### config.mk
export PLATFORM = sky130hd
export DESIGN_NAME = sram_axi_req_arbiter
export DESIGN_NICKNAME = d
export VERILOG_FILES = /design/src/rtl/sram_axi_req_arbiter_pkg.sv /design/src/rtl/sram_axi_req_arbiter_wr_addr_fifo.sv /design/src/rtl/sram_axi_req_arbiter.sv
export SDC_FILE = /design/constraint.sdc
export NUM_CORES = 1
export LEC_CHECK = 0
export ABC_AREA = 0
export BUFFER_PORTS_ARGS = -buffer_cell sky130_fd_sc_hd__buf_2
export CORE_AREA = 3 3 142 144
export CTS_CLUSTER_DIAMETER = 60
export CTS_CLUSTER_SIZE = 14
export DETAILED_ROUTE_END_ITERATION = 16
export DIE_AREA = 0 0 145 147
export GPL_TIMING_DRIVEN = 0
export PLACE_DENSITY = 0.59
export RECOVER_POWER = 50
export REMOVE_ABC_BUFFERS = 1
export SKIP_LAST_GASP = 1
export SLEW_MARGIN = 20
export SYNTH_ARGS = -nofsm -noshare
export SYNTH_HDL_FRONTEND = slang
export SYNTH_SLANG_ARGS = --single-unit
### constraint.sdc
create_clock -name clk -period 8.6 [get_ports clk]
set_input_delay 0.86 -clock clk [delete_from_list [all_inputs] [get_ports clk]]
set_output_delay 0.86 -clock clk [all_outputs]
set_load 0.02 [all_outputs]
### src/rtl/sram_axi_req_arbiter_pkg.sv
// Shared definitions for the SRAM-to-AXI request arbiter.
//   ID_INST_DEF / ID_DATA_DEF : default read IDs for the inst and data requesters
//   WADDR_W                   : width of a word address (addr[31:2])
//   size_to_axsize()          : SRAM 2-bit size to AXI 3-bit AxSIZE
//   cnt_w()                   : counter width able to hold 0..max_out
package sram_axi_req_arbiter_pkg;

    localparam logic [3:0] ID_INST_DEF = 4'd0;
    localparam logic [3:0] ID_DATA_DEF = 4'd1;
    localparam int         WADDR_W     = 30;

    function automatic logic [2:0] size_to_axsize(input logic [1:0] size);
        return {1'b0, size};
    endfunction

    function automatic int cnt_w(input int max_out);
        return $clog2(max_out + 1);
    endfunction

endpackage

### src/rtl/sram_axi_req_arbiter_wr_addr_fifo.sv
// Pending-write word-address FIFO. Holds the word addresses of writes that have
// been issued but whose B response has not yet come back, in issue order.
//   clk, resetn  : clock, synchronous active-low reset (clears all valid bits)
//   push         : push push_addr (accepted when not full, or when popping)
//   pop          : retire the oldest entry (ignored when empty)
//   lookup_addr  : word address compared in parallel against every valid entry
//   full, empty  : occupancy flags
//   match        : some valid entry equals lookup_addr
module sram_wr_addr_fifo #(
    parameter int DEPTH = 2,
    parameter int WIDTH = 30
) (
    input  logic             clk,
    input  logic             resetn,
    input  logic             push,
    input  logic [WIDTH-1:0] push_addr,
    input  logic             pop,
    input  logic [WIDTH-1:0] lookup_addr,
    output logic             full,
    output logic             empty,
    output logic             match
);

    localparam int               PTR_W = (DEPTH > 1) ? $clog2(DEPTH) : 1;
    localparam logic [PTR_W-1:0] LAST  = PTR_W'(DEPTH - 1);

    logic [WIDTH-1:0] mem_q [DEPTH];
    logic [WIDTH-1:0] mem_d [DEPTH];
    logic [DEPTH-1:0] vld_q, vld_d;
    logic [PTR_W-1:0] wr_ptr_q, wr_ptr_d;
    logic [PTR_W-1:0] rd_ptr_q, rd_ptr_d;
    logic [DEPTH-1:0] hit;
    logic             do_push, do_pop;

    function automatic logic [PTR_W-1:0] ptr_inc(input logic [PTR_W-1:0] p);
        return (p == LAST) ? '0 : p + PTR_W'(1);
    endfunction

    assign full    = &vld_q;
    assign empty   = ~|vld_q;
    assign do_pop  = pop & ~empty;
    // When full, the slot being freed by the pop is the one the push lands in.
    assign do_push = push & (~full | do_pop);

    always_comb begin
        vld_d    = vld_q;
        mem_d    = mem_q;
        wr_ptr_d = wr_ptr_q;
        rd_ptr_d = rd_ptr_q;
        if (do_pop) begin
            vld_d[rd_ptr_q] = 1'b0;
            rd_ptr_d        = ptr_inc(rd_ptr_q);
        end
        if (do_push) begin
            vld_d[wr_ptr_q] = 1'b1;
            mem_d[wr_ptr_q] = push_addr;
            wr_ptr_d        = ptr_inc(wr_ptr_q);
        end
    end

    always_comb begin
        hit = '0;
        for (int i = 0; i < DEPTH; i++) begin
            hit[i] = vld_q[i] && (mem_q[i] == lookup_addr);
        end
    end

    assign match = |hit;

    always_ff @(posedge clk) begin
        if (!resetn) begin
            vld_q    <= '0;
            wr_ptr_q <= '0;
            rd_ptr_q <= '0;
        end else begin
            vld_q    <= vld_d;
            wr_ptr_q <= wr_ptr_d;
            rd_ptr_q <= rd_ptr_d;
        end
    end

    // Entry payload is qualified by vld_q, so it needs no reset.
    always_ff @(posedge clk) begin
        mem_q <= mem_d;
    end

endmodule

### src/rtl/sram_axi_req_arbiter.sv
// Arbiter between the CPU inst/data SRAM-like ports and the AXI bridge
// read-issue / write-issue engines.
//   inst_sram_*   : read-only fetch port (wr/wstrb/wdata ignored)
//   data_sram_*   : load/store port
//   rd_issue_*    : read request to the read-issue engine (valid/ready)
//   rd_resp_*     : returned read beats, tagged by ID, always accepted
//   wr_issue_*    : write request to the write-issue engine (valid/ready)
//   wr_resp_valid : write B response, always accepted
// addr_ok and issue outputs are combinational (zero-cycle accept); data_ok and
// rdata are combinational passthrough of the responses.
module sram_axi_req_arbiter
    import sram_axi_req_arbiter_pkg::*;
#(
    parameter int         MAX_RD_OUT = 2,
    parameter int         MAX_WR_OUT = 2,
    parameter logic [3:0] ID_INST    = ID_INST_DEF,
    parameter logic [3:0] ID_DATA    = ID_DATA_DEF
) (
    input  logic        clk,
    input  logic        resetn,

    input  logic        inst_sram_req,
    input  logic        inst_sram_wr,
    input  logic [1:0]  inst_sram_size,
    input  logic [3:0]  inst_sram_wstrb,
    input  logic [31:0] inst_sram_addr,
    input  logic [31:0] inst_sram_wdata,
    output logic        inst_sram_addr_ok,
    output logic        inst_sram_data_ok,
    output logic [31:0] inst_sram_rdata,

    input  logic        data_sram_req,
    input  logic        data_sram_wr,
    input  logic [1:0]  data_sram_size,
    input  logic [3:0]  data_sram_wstrb,
    input  logic [31:0] data_sram_addr,
    input  logic [31:0] data_sram_wdata,
    output logic        data_sram_addr_ok,
    output logic        data_sram_data_ok,
    output logic [31:0] data_sram_rdata,

    output logic        rd_issue_valid,
    input  logic        rd_issue_ready,
    output logic [3:0]  rd_issue_id,
    output logic [31:0] rd_issue_addr,
    output logic [2:0]  rd_issue_size,
    input  logic        rd_resp_valid,
    input  logic [3:0]  rd_resp_id,
    input  logic [31:0] rd_resp_data,

    output logic        wr_issue_valid,
    input  logic        wr_issue_ready,
    output logic [31:0] wr_issue_addr,
    output logic [2:0]  wr_issue_size,
    output logic [3:0]  wr_issue_wstrb,
    output logic [31:0] wr_issue_wdata,
    input  logic        wr_resp_valid
);

    localparam int              RD_CW  = cnt_w(MAX_RD_OUT);
    localparam int              WR_CW  = cnt_w(MAX_WR_OUT);
    localparam logic [RD_CW-1:0] RD_MAX = RD_CW'(MAX_RD_OUT);
    localparam logic [WR_CW-1:0] WR_MAX = WR_CW'(MAX_WR_OUT);

    logic [RD_CW-1:0] rd_cnt_inst_q, rd_cnt_inst_d;
    logic [RD_CW-1:0] rd_cnt_data_q, rd_cnt_data_d;
    logic [WR_CW-1:0] wr_cnt_q, wr_cnt_d;

    logic data_rd_elig, data_wr_elig, inst_rd_elig;
    logic sel_data, rd_hs, wr_hs, inst_rd_hs, data_rd_hs;
    logic inst_resp_ok, data_resp_ok, wr_resp_ok;
    logic fifo_full, fifo_empty, fifo_match;

    // Inst port is read-only; these inputs exist only for port symmetry.
    logic unused_inputs;
    assign unused_inputs = ^{inst_sram_wr, inst_sram_wstrb, inst_sram_wdata, fifo_empty};

    // Reads and writes of the data port are never in flight together, so the
    // single data_ok stream stays in request order.
    assign data_rd_elig = data_sram_req && !data_sram_wr
                          && (rd_cnt_data_q < RD_MAX) && (wr_cnt_q == '0);
    assign data_wr_elig = data_sram_req && data_sram_wr
                          && (rd_cnt_data_q == '0) && (wr_cnt_q < WR_MAX) && !fifo_full;
    // A fetch from a word with a write still in flight could return stale code.
    assign inst_rd_elig = inst_sram_req && (rd_cnt_inst_q < RD_MAX) && !fifo_match;

    // Fixed priority: data read over inst read. Nothing here looks at ready.
    assign sel_data       = data_rd_elig;
    assign rd_issue_valid = data_rd_elig | inst_rd_elig;
    assign rd_issue_id    = sel_data ? ID_DATA : ID_INST;
    assign rd_issue_addr  = sel_data ? data_sram_addr : inst_sram_addr;
    assign rd_issue_size  = size_to_axsize(sel_data ? data_sram_size : inst_sram_size);

    assign wr_issue_valid = data_wr_elig;
    assign wr_issue_addr  = data_sram_addr;
    assign wr_issue_size  = size_to_axsize(data_sram_size);
    assign wr_issue_wstrb = data_sram_wstrb;
    assign wr_issue_wdata = data_sram_wdata;

    assign rd_hs      = rd_issue_valid & rd_issue_ready;
    assign wr_hs      = wr_issue_valid & wr_issue_ready;
    assign data_rd_hs = rd_hs & sel_data;
    assign inst_rd_hs = rd_hs & ~sel_data;

    assign inst_sram_addr_ok = inst_rd_hs;
    assign data_sram_addr_ok = data_rd_hs | wr_hs;

    // Responses for a requester with nothing outstanding are stray and dropped.
    assign inst_resp_ok = rd_resp_valid && (rd_resp_id == ID_INST) && (rd_cnt_inst_q != '0);
    assign data_resp_ok = rd_resp_valid && (rd_resp_id == ID_DATA) && (rd_cnt_data_q != '0);
    assign wr_resp_ok   = wr_resp_valid && (wr_cnt_q != '0);

    assign inst_sram_data_ok = inst_resp_ok;
    assign inst_sram_rdata   = inst_resp_ok ? rd_resp_data : 32'd0;
    assign data_sram_data_ok = data_resp_ok | wr_resp_ok;
    assign data_sram_rdata   = data_resp_ok ? rd_resp_data : 32'd0;

    always_comb begin
        rd_cnt_inst_d = rd_cnt_inst_q;
        rd_cnt_data_d = rd_cnt_data_q;
        wr_cnt_d      = wr_cnt_q;
        if (inst_rd_hs && !inst_resp_ok) rd_cnt_inst_d = rd_cnt_inst_q + RD_CW'(1);
        else if (!inst_rd_hs && inst_resp_ok) rd_cnt_inst_d = rd_cnt_inst_q - RD_CW'(1);
        if (data_rd_hs && !data_resp_ok) rd_cnt_data_d = rd_cnt_data_q + RD_CW'(1);
        else if (!data_rd_hs && data_resp_ok) rd_cnt_data_d = rd_cnt_data_q - RD_CW'(1);
        if (wr_hs && !wr_resp_ok) wr_cnt_d = wr_cnt_q + WR_CW'(1);
        else if (!wr_hs && wr_resp_ok) wr_cnt_d = wr_cnt_q - WR_CW'(1);
    end

    always_ff @(posedge clk) begin
        if (!resetn) begin
            rd_cnt_inst_q <= '0;
            rd_cnt_data_q <= '0;
            wr_cnt_q      <= '0;
        end else begin
            rd_cnt_inst_q <= rd_cnt_inst_d;
            rd_cnt_data_q <= rd_cnt_data_d;
            wr_cnt_q      <= wr_cnt_d;
        end
    end

    sram_wr_addr_fifo #(
        .DEPTH (MAX_WR_OUT),
        .WIDTH (WADDR_W)
    ) u_wr_addr_fifo (
        .clk         (clk),
        .resetn      (resetn),
        .push        (wr_hs),
        .push_addr   (data_sram_addr[31:2]),
        .pop         (wr_resp_ok),
        .lookup_addr (inst_sram_addr[31:2]),
        .full        (fifo_full),
        .empty       (fifo_empty),
        .match       (fifo_match)
    );

    // The write engine only returns B after the read path has drained for data.
    a_no_rd_wr_resp_collision : assert property (@(posedge clk) disable iff (!resetn)
        !(rd_resp_valid && (rd_resp_id == ID_DATA) && wr_resp_valid));

endmodule
==> impl_metrics.tcl, run 1 <==
set metrics [dict create \
    cts_root_buffer "clkbuf_16" \
    critPathKind "input port to flop" \
    ant_nets 0 \
    final_common_cell "buf_2" \
    nets 835 \
    post_cts_buffers 0 \
    grt-ovfl-total 0 \
    clkSinkCount 70 \
    grt_pass1_vias 3481 \
    fp.dieH_um 147 \
    core-area_mm2 0.0188 \
    ys_types 34 \
    seq_area_mm2 0.00200 \
    cts-hold-fix-buffers 0 \
    dp_hpwl_um 13100 \
    grt_pass1_wl_um 22200 \
    power_density_mw_per_mm2 180 \
    drive_above_1_share_pct 32.4 \
    path_cells "buf_2 -> or3b_1 -> a2111oi_0 -> nand2_4 -> nor2_1 -> clkbuf_1" \
    critPathLaunchType "input port" \
    first_iter_violations 115 \
    avgViaCountPerCell 4.01 \
    finalCritPeriodShare_pct 49.6 \
    syn_area_mm2 0.00450 \
    p_leak_nw 2.56 \
    yosysWarnings 0 \
    cp_max_fo 16 \
    multi_input_area_mm2 0.00182 \
    ir_worst_vdd_mv 0.0703 \
    yosysSeqAreaShare_pct 44.4 \
    cap_viol_max_count 0 \
    setup_tns_ps 0 \
    yosys.area.top_type_share_pct 40.0 \
    switching_share_pct 33.1 \
    crit_path_max_incr_delay_ps 1040 \
    yosys-top-cells-area "edfxtp_1 (40%), buf_4 (13%), and2_1 (9.4%)" \
    postSynthAreaPerCell_um2 9.69 \
    grt_max_degree 37 \
    cts_buffers 9 \
    p_switching_mw 0.339 \
    seqPwrFrac_pct 39.4 \
    fill_cells 2010 \
    p_total_mw 1.02 \
    ys_ff_latch 70 \
    hp-class "flop to flop" \
    slew-limit-headroom_pct 10.6 \
    period_minus_slack_ps 4270 \
    cts.path.max_buffers 2 \
    combPwrFrac_pct 28.4 \
    drt_pass1_iterations 4 \
    p_int_mw 0.686 \
    setup_viol 0 \
    antenna_found_initial 1 \
    initial_core_util_pct 23.9 \
    wirelength_um 15500 \
    num_rows 50 \
    insertion_delay_ps 320 \
    rsz0062_at_grt "false" \
    tightest_slew_ps 1340 \
    status "finished clean" \
    die_width_um 145 \
    fmax_mhz 234 \
    arrival_ps 4210 \
    worstSetupEndpointType "flop" \
    required_ps 8540 \
    cts_resized 0 \
    slowest_stage "nor2_1" \
    port_buffers 251 \
    vias 3664 \
    finalWeightedCongestion 0.738 \
    slew_viol_final 0 \
    cts_tree "built" \
    die-area_mm2 0.0213 \
    netlist_instances 465 \
    area_growth_pct 26.1 \
    ios 366 \
    final-hold-violation-count 0 \
    crit_family "simple AND/OR/NAND/NOR gates" \
    clock_skew_ps 4.20 \
    drc_errors 0 \
    grtUsageTotal_pct 13.8 \
    cts.htree.levels 3 \
    path_clk_slew_ps 50 \
    p_clk_share_pct 32.2 \
    layout_common_cells "buf_2 (187), nand2_1 (103), and2_1 (68)" \
    wl_per_cell_um 16.9 \
    crit_buf_inv 2 \
    synth_top_area_cell "edfxtp_1" \
]
[power groups by stage]
stage / Clock, mW / Sequential, mW / Combinational (mW)
floorplan: 0 / 0.407 / 0.164
global placement: 0 / 0.411 / 0.294
detailed placement: 0 / 0.411 / 0.304
CTS: 0.343 / 0.404 / 0.305
global route: 0.356 / 0.405 / 0.321
finish: 0.330 / 0.403 / 0.291
[state kept, by name, summed over array words and instances, names as in the netlist]
signal and cells:
rd_cnt_inst_q 2, u_wr_addr_fifo.vld_q 2, u_wr_addr_fifo.rd_ptr_q 1, u_wr_addr_fifo.wr_ptr_q 1, rd_cnt_data_q 2, wr_cnt_q 2, u_wr_addr_fifo.mem_q 60
[routing by layer]
layer  track usage [%]  vias up  wire [um]
met3              9.53       16       2570
met5              4.32        -        111
met1              14.4     1640       5590
li1                  -     1800          -
met2              21.7      206       6830
met4              4.89        2        375
[Yosys cell counts]
library cell	number
nand2_1	103
buf_4	79
and2_1	68
edfxtp_1	60
xnor2_1	33
xor2_1	33
dfxtp_1	10
nand4_1	10
nor4_1	7
o21ai_0	7
inv_1	6
nor2_1	6
or3_1	5
a21boi_0	4
buf_6	3
clkbuf_1	3
ha_1	3
o21a_1	3
o21ai_1	3
buf_2	2
clkbuf_2	2
nor3_1	2
or4_1	2
a2111oi_4	1
clkinv_2	1
conb_1	1
inv_2	1
nand2_4	1
nand2b_1	1
nor2_4	1
nor3_2	1
o22ai_1	1
or3b_4	1
or4b_1	1
[cells by family (layout without fill, tap and decap cells)]
logic type	Yosys count	after routing	synth area share, %
AND/OR/NAND/NOR	209	209	23.5
buffers and inverters	97	279	15.3
flip-flops	70	70	44.4
XOR/XNOR	66	66	12.8
AO/OA/AOI/OAI	19	19	3.03
adder cells (fa/ha/maj)	3	3	0.833
other	1	7	0.0833
[metrics by stage]
stage	instance area, um^2	instances	setup slack, ps	hold slack (ps)	util [%]
global placement	5440	891	3640	495	28.9
finish	5680	913	4330	514	30.2
floorplan	3860	380	4560	472	-
CTS	5810	911	4570	518	30.9
global route	5680	912	4050	561	30.2
detailed placement	5540	895	4580	512	29.4
[final timing paths]
check                          start                      end  slack (ps)  cells past startpoint
max reg2reg              wr_cnt_q[1]  u_wr_addr_fifo.mem_q[3]        4570                      5
min reg2reg  u_wr_addr_fifo.rd_ptr_q  u_wr_addr_fifo.rd_ptr_q         510                      2
min          u_wr_addr_fifo.rd_ptr_q  u_wr_addr_fifo.rd_ptr_q         510                      2
max                    data_sram_req  u_wr_addr_fifo.mem_q[3]        4330                      6
[cell type report]
type                    instances  area share (%)
repair buffers                255            21.7
well taps                     260            5.73
flip-flops and latches         70            35.2
diodes                          2          0.0881
multi-input cells             302            32.0
clock buffers                  10            4.03
inverters                       8           0.551
clock inverters                 6           0.683
[worst register-to-register path, delay by kind of cell (launching register included)]
family / cells / cell delay (ps)
simple gates: 3 / 1600
compound gates: 1 / 870
buf+inv: 1 / 830
flops: 1 / 330
No activity file was read; power rests on OpenSTA's default activity.
==> run 2: changes to the inputs <==
--- a/config.mk
+++ b/config.mk
@@ -5,7 +5,7 @@
 export SDC_FILE = /design/constraint.sdc
 export NUM_CORES = 1
 export LEC_CHECK = 0
-export ABC_AREA = 0
+export ABC_AREA = 1
 export BUFFER_PORTS_ARGS = -buffer_cell sky130_fd_sc_hd__buf_2
 export CORE_AREA = 3 3 142 144
 export CTS_CLUSTER_DIAMETER = 60
@@ -13,7 +13,7 @@
 export DETAILED_ROUTE_END_ITERATION = 16
 export DIE_AREA = 0 0 145 147
 export GPL_TIMING_DRIVEN = 0
-export PLACE_DENSITY = 0.59
+export PLACE_DENSITY = 0.63
 export RECOVER_POWER = 50
 export REMOVE_ABC_BUFFERS = 1
 export SKIP_LAST_GASP = 1
==> constraint.sdc (replaced) <==
create_clock -name clk -period 3.77 [get_ports clk]
set_input_delay 0.377 -clock clk [delete_from_list [all_inputs] [get_ports clk]]
set_output_delay 0.377 -clock clk [all_outputs]
set_load 0.02 [all_outputs]
==> impl_metrics.tcl, run 2 <==
set metrics [dict create \
    cts_resized 0 \
    drt_pass1_iterations 4 \
    ys_async_sr_fraction_pct 0 \
    r2r-start "wr_cnt_q[0]" \
    critPathKind "flop to output port" \
    grt_pass1_wl_um 24400 \
    synth_edf_count 60 \
    area_growth_pct 23.3 \
    fin_ws_ps 768 \
    wirelength_met1_um 7070 \
    dpl-instance-area_mm2 0.00580 \
    startpoint "wr_cnt_q[0]" \
    routed.top_layer "met5" \
    insertion_delay_ps 330 \
    finalCritPeriodShare_pct 79.6 \
    synth-main-ff-cell "edfxtp_1" \
    layout_common_cells "buf_2 (186), nand2_1 (178), inv_1 (126)" \
    cp_max_fo 31 \
    fmax_mhz 333 \
    core-area_mm2 0.0188 \
    cts_tree "built" \
    combPwrFrac_pct 26.6 \
    p_clk_share_pct 35.3 \
    final_area_mm2 0.00601 \
    syn_area_mm2 0.00487 \
    holdCritStartpoint "data_sram_addr[3]" \
    grt-ovfl-total 0 \
    worstSetupEndpointType "output port" \
    cap_viol_max_count 0 \
    tightest_slew_ps 1340 \
    grt_pass1_vias 4199 \
    vias 4400 \
    dp_hpwl_um 13900 \
    cts_buffers 9 \
    yosysSeqAreaShare_pct 41.1 \
    wirelength_um 16800 \
    ant_nets 0 \
    fp.dieH_um 147 \
    netlist_instances 657 \
    seqPwrFrac_pct 38.2 \
    post_cts_buffers 0 \
    port_buffers 251 \
    slew-limit-headroom_pct 10.5 \
    final_common_cell "buf_2" \
    arrival_ps 2620 \
    path_clk_slew_ps 60 \
    finalWeightedCongestion 0.748 \
    yosys-top-cells-area "edfxtp_1 (37%), nand2_1 (14%), buf_4 (12%)" \
    postSynthAreaPerCell_um2 7.41 \
    required_ps 3390 \
    power_density_mw_per_mm2 397 \
    drc_errors 0 \
    grtUsageTotal_pct 15.2 \
    slew_viol_final 0 \
    num_rows 50 \
    clkSinkCount 70 \
    yosysWarnings 0 \
    setup_viol 0 \
    yosys-top-cells-count "nand2_1 (176), inv_1 (125), nor2_1 (91), buf_4 (77), edfxtp_1 (60)" \
    synth.most_common_cell "nand2_1" \
    path_cells "nor2_1 -> and3_1 -> buf_16 -> inv_1 -> o21ai_0 -> buf_2" \
    pre_cts_slack_ps 965 \
    slowest_stage "and3_1" \
    die_width_um 145 \
    hp-class "input port to flop" \
    cts_root_buffer "clkbuf_16" \
    largest_register "u_wr_addr_fifo.mem_q" \
    switching_share_pct 32.6 \
    nets 1023 \
    status "finished clean" \
    period_minus_slack_ps 3000 \
    crit_family "simple AND/OR/NAND/NOR gates" \
    yosys.area.top_type_share_pct 37.0 \
    crit_buf_inv 3 \
    die-area_mm2 0.0213 \
    crit_path_max_incr_delay_ps 890 \
    avgViaCountPerCell 4.00 \
    rsz0062_at_grt "false" \
    largest_register_ffs 60 \
    first_iter_violations 104 \
    synth_top_area_cell "edfxtp_1" \
    p_switching_mw 0.778 \
    final-hold-violation-count 0 \
    ios 366 \
    cts-hold-fix-buffers 0 \
    ys_types 28 \
    drive_above_1_share_pct 25.1 \
    p_int_mw 1.61 \
    wl_met2_um 7080 \
    clock_skew_ps 7.53 \
    diodes 0 \
    initial_core_util_pct 25.9 \
    wl_per_cell_um 15.3 \
    cts.htree.levels 3 \
    route.met3.wl_um 2280 \
    ir_worst_vdd_mv 0.188 \
    ys_ff_latch 70 \
    p_leak_nw 3.15 \
    antenna_found_initial 0 \
    grt_max_degree 35 \
    cts.path.max_buffers 2 \
    critPathLaunchType "flop" \
]
[run 2: changes by cell type after synthesis, moves of 4 or more]
cell	previous run	this run
a21boi_0	4	0
a21oi_1	0	13
and2_1	68	0
buf_6	3	8
inv_1	6	125
nand2_1	103	176
nor2_1	6	91
nor2_2	0	4
nor4_1	7	0
o21ai_0	7	36
or3_1	5	0
xnor2_1	33	20
xor2_1	33	5
[run 2: area by class of cell]
type	instances	area, um^2
clock buffer	9	225
clock inverter	7	72.6
fill	2081	12800
inverter	126	473
multi-input combinational	375	1710
sequential	70	2000
tap	260	325
timing repair buffer	252	1200
[run 2: metal layers]
metal  track usage [%]  vias to the layer above
met2              22.7                      231
met4              3.99                        4
li1                  -                     2249
met5              7.05                        -
met1              17.9                     1901
met3              9.25                       15
[run 2: logic make-up after synthesis]
group,Yosys count,synth area share (%)
flip-flops,70,41.1
AO/OA/AOI/OAI,51,5.37
adder cells (fa/ha/maj),3,0.771
buffers and inverters,216,23.9
other,1,0.0770
AND/OR/NAND/NOR,291,24.3
XOR/XNOR,25,4.50
[run 2: final timing paths]
kind / slack [ps] / cells past startpoint / to
worst max-delay path: 770 / 6 / data_sram_addr_ok
worst min-delay path: 310 / 1 / u_wr_addr_fifo.mem_q[1]
worst max register to register: 790 / 11 / rd_cnt_inst_q[1]
worst min register to register: 470 / 2 / u_wr_addr_fifo.wr_ptr_q
[run 2: power by group through the flow]
stage | Clock (mW) | Combinational, mW | Sequential (mW)
floorplan | 0 | 0.351 | 0.923
global placement | 0 | 0.636 | 0.926
detailed placement | 0 | 0.654 | 0.927
CTS | 0.861 | 0.657 | 0.911
global route | 0.900 | 0.706 | 0.915
finish | 0.841 | 0.633 | 0.911
[run 2: per-stage QoR]
stage / utilization (%) / cells / hold WS (ps) / power, mW / setup TNS (ps)
after floorplan: - / 571 / 438 / 1.27 / 0
after global placement: 30.7 / 1082 / 454 / 1.56 / -1830
after detailed placement: 30.8 / 1083 / 467 / 1.58 / 0
after CTS: 32.4 / 1099 / 247 / 2.43 / 0
after global routing: 31.9 / 1099 / 307 / 2.52 / 0
final: 31.9 / 1099 / 308 / 2.38 / 0
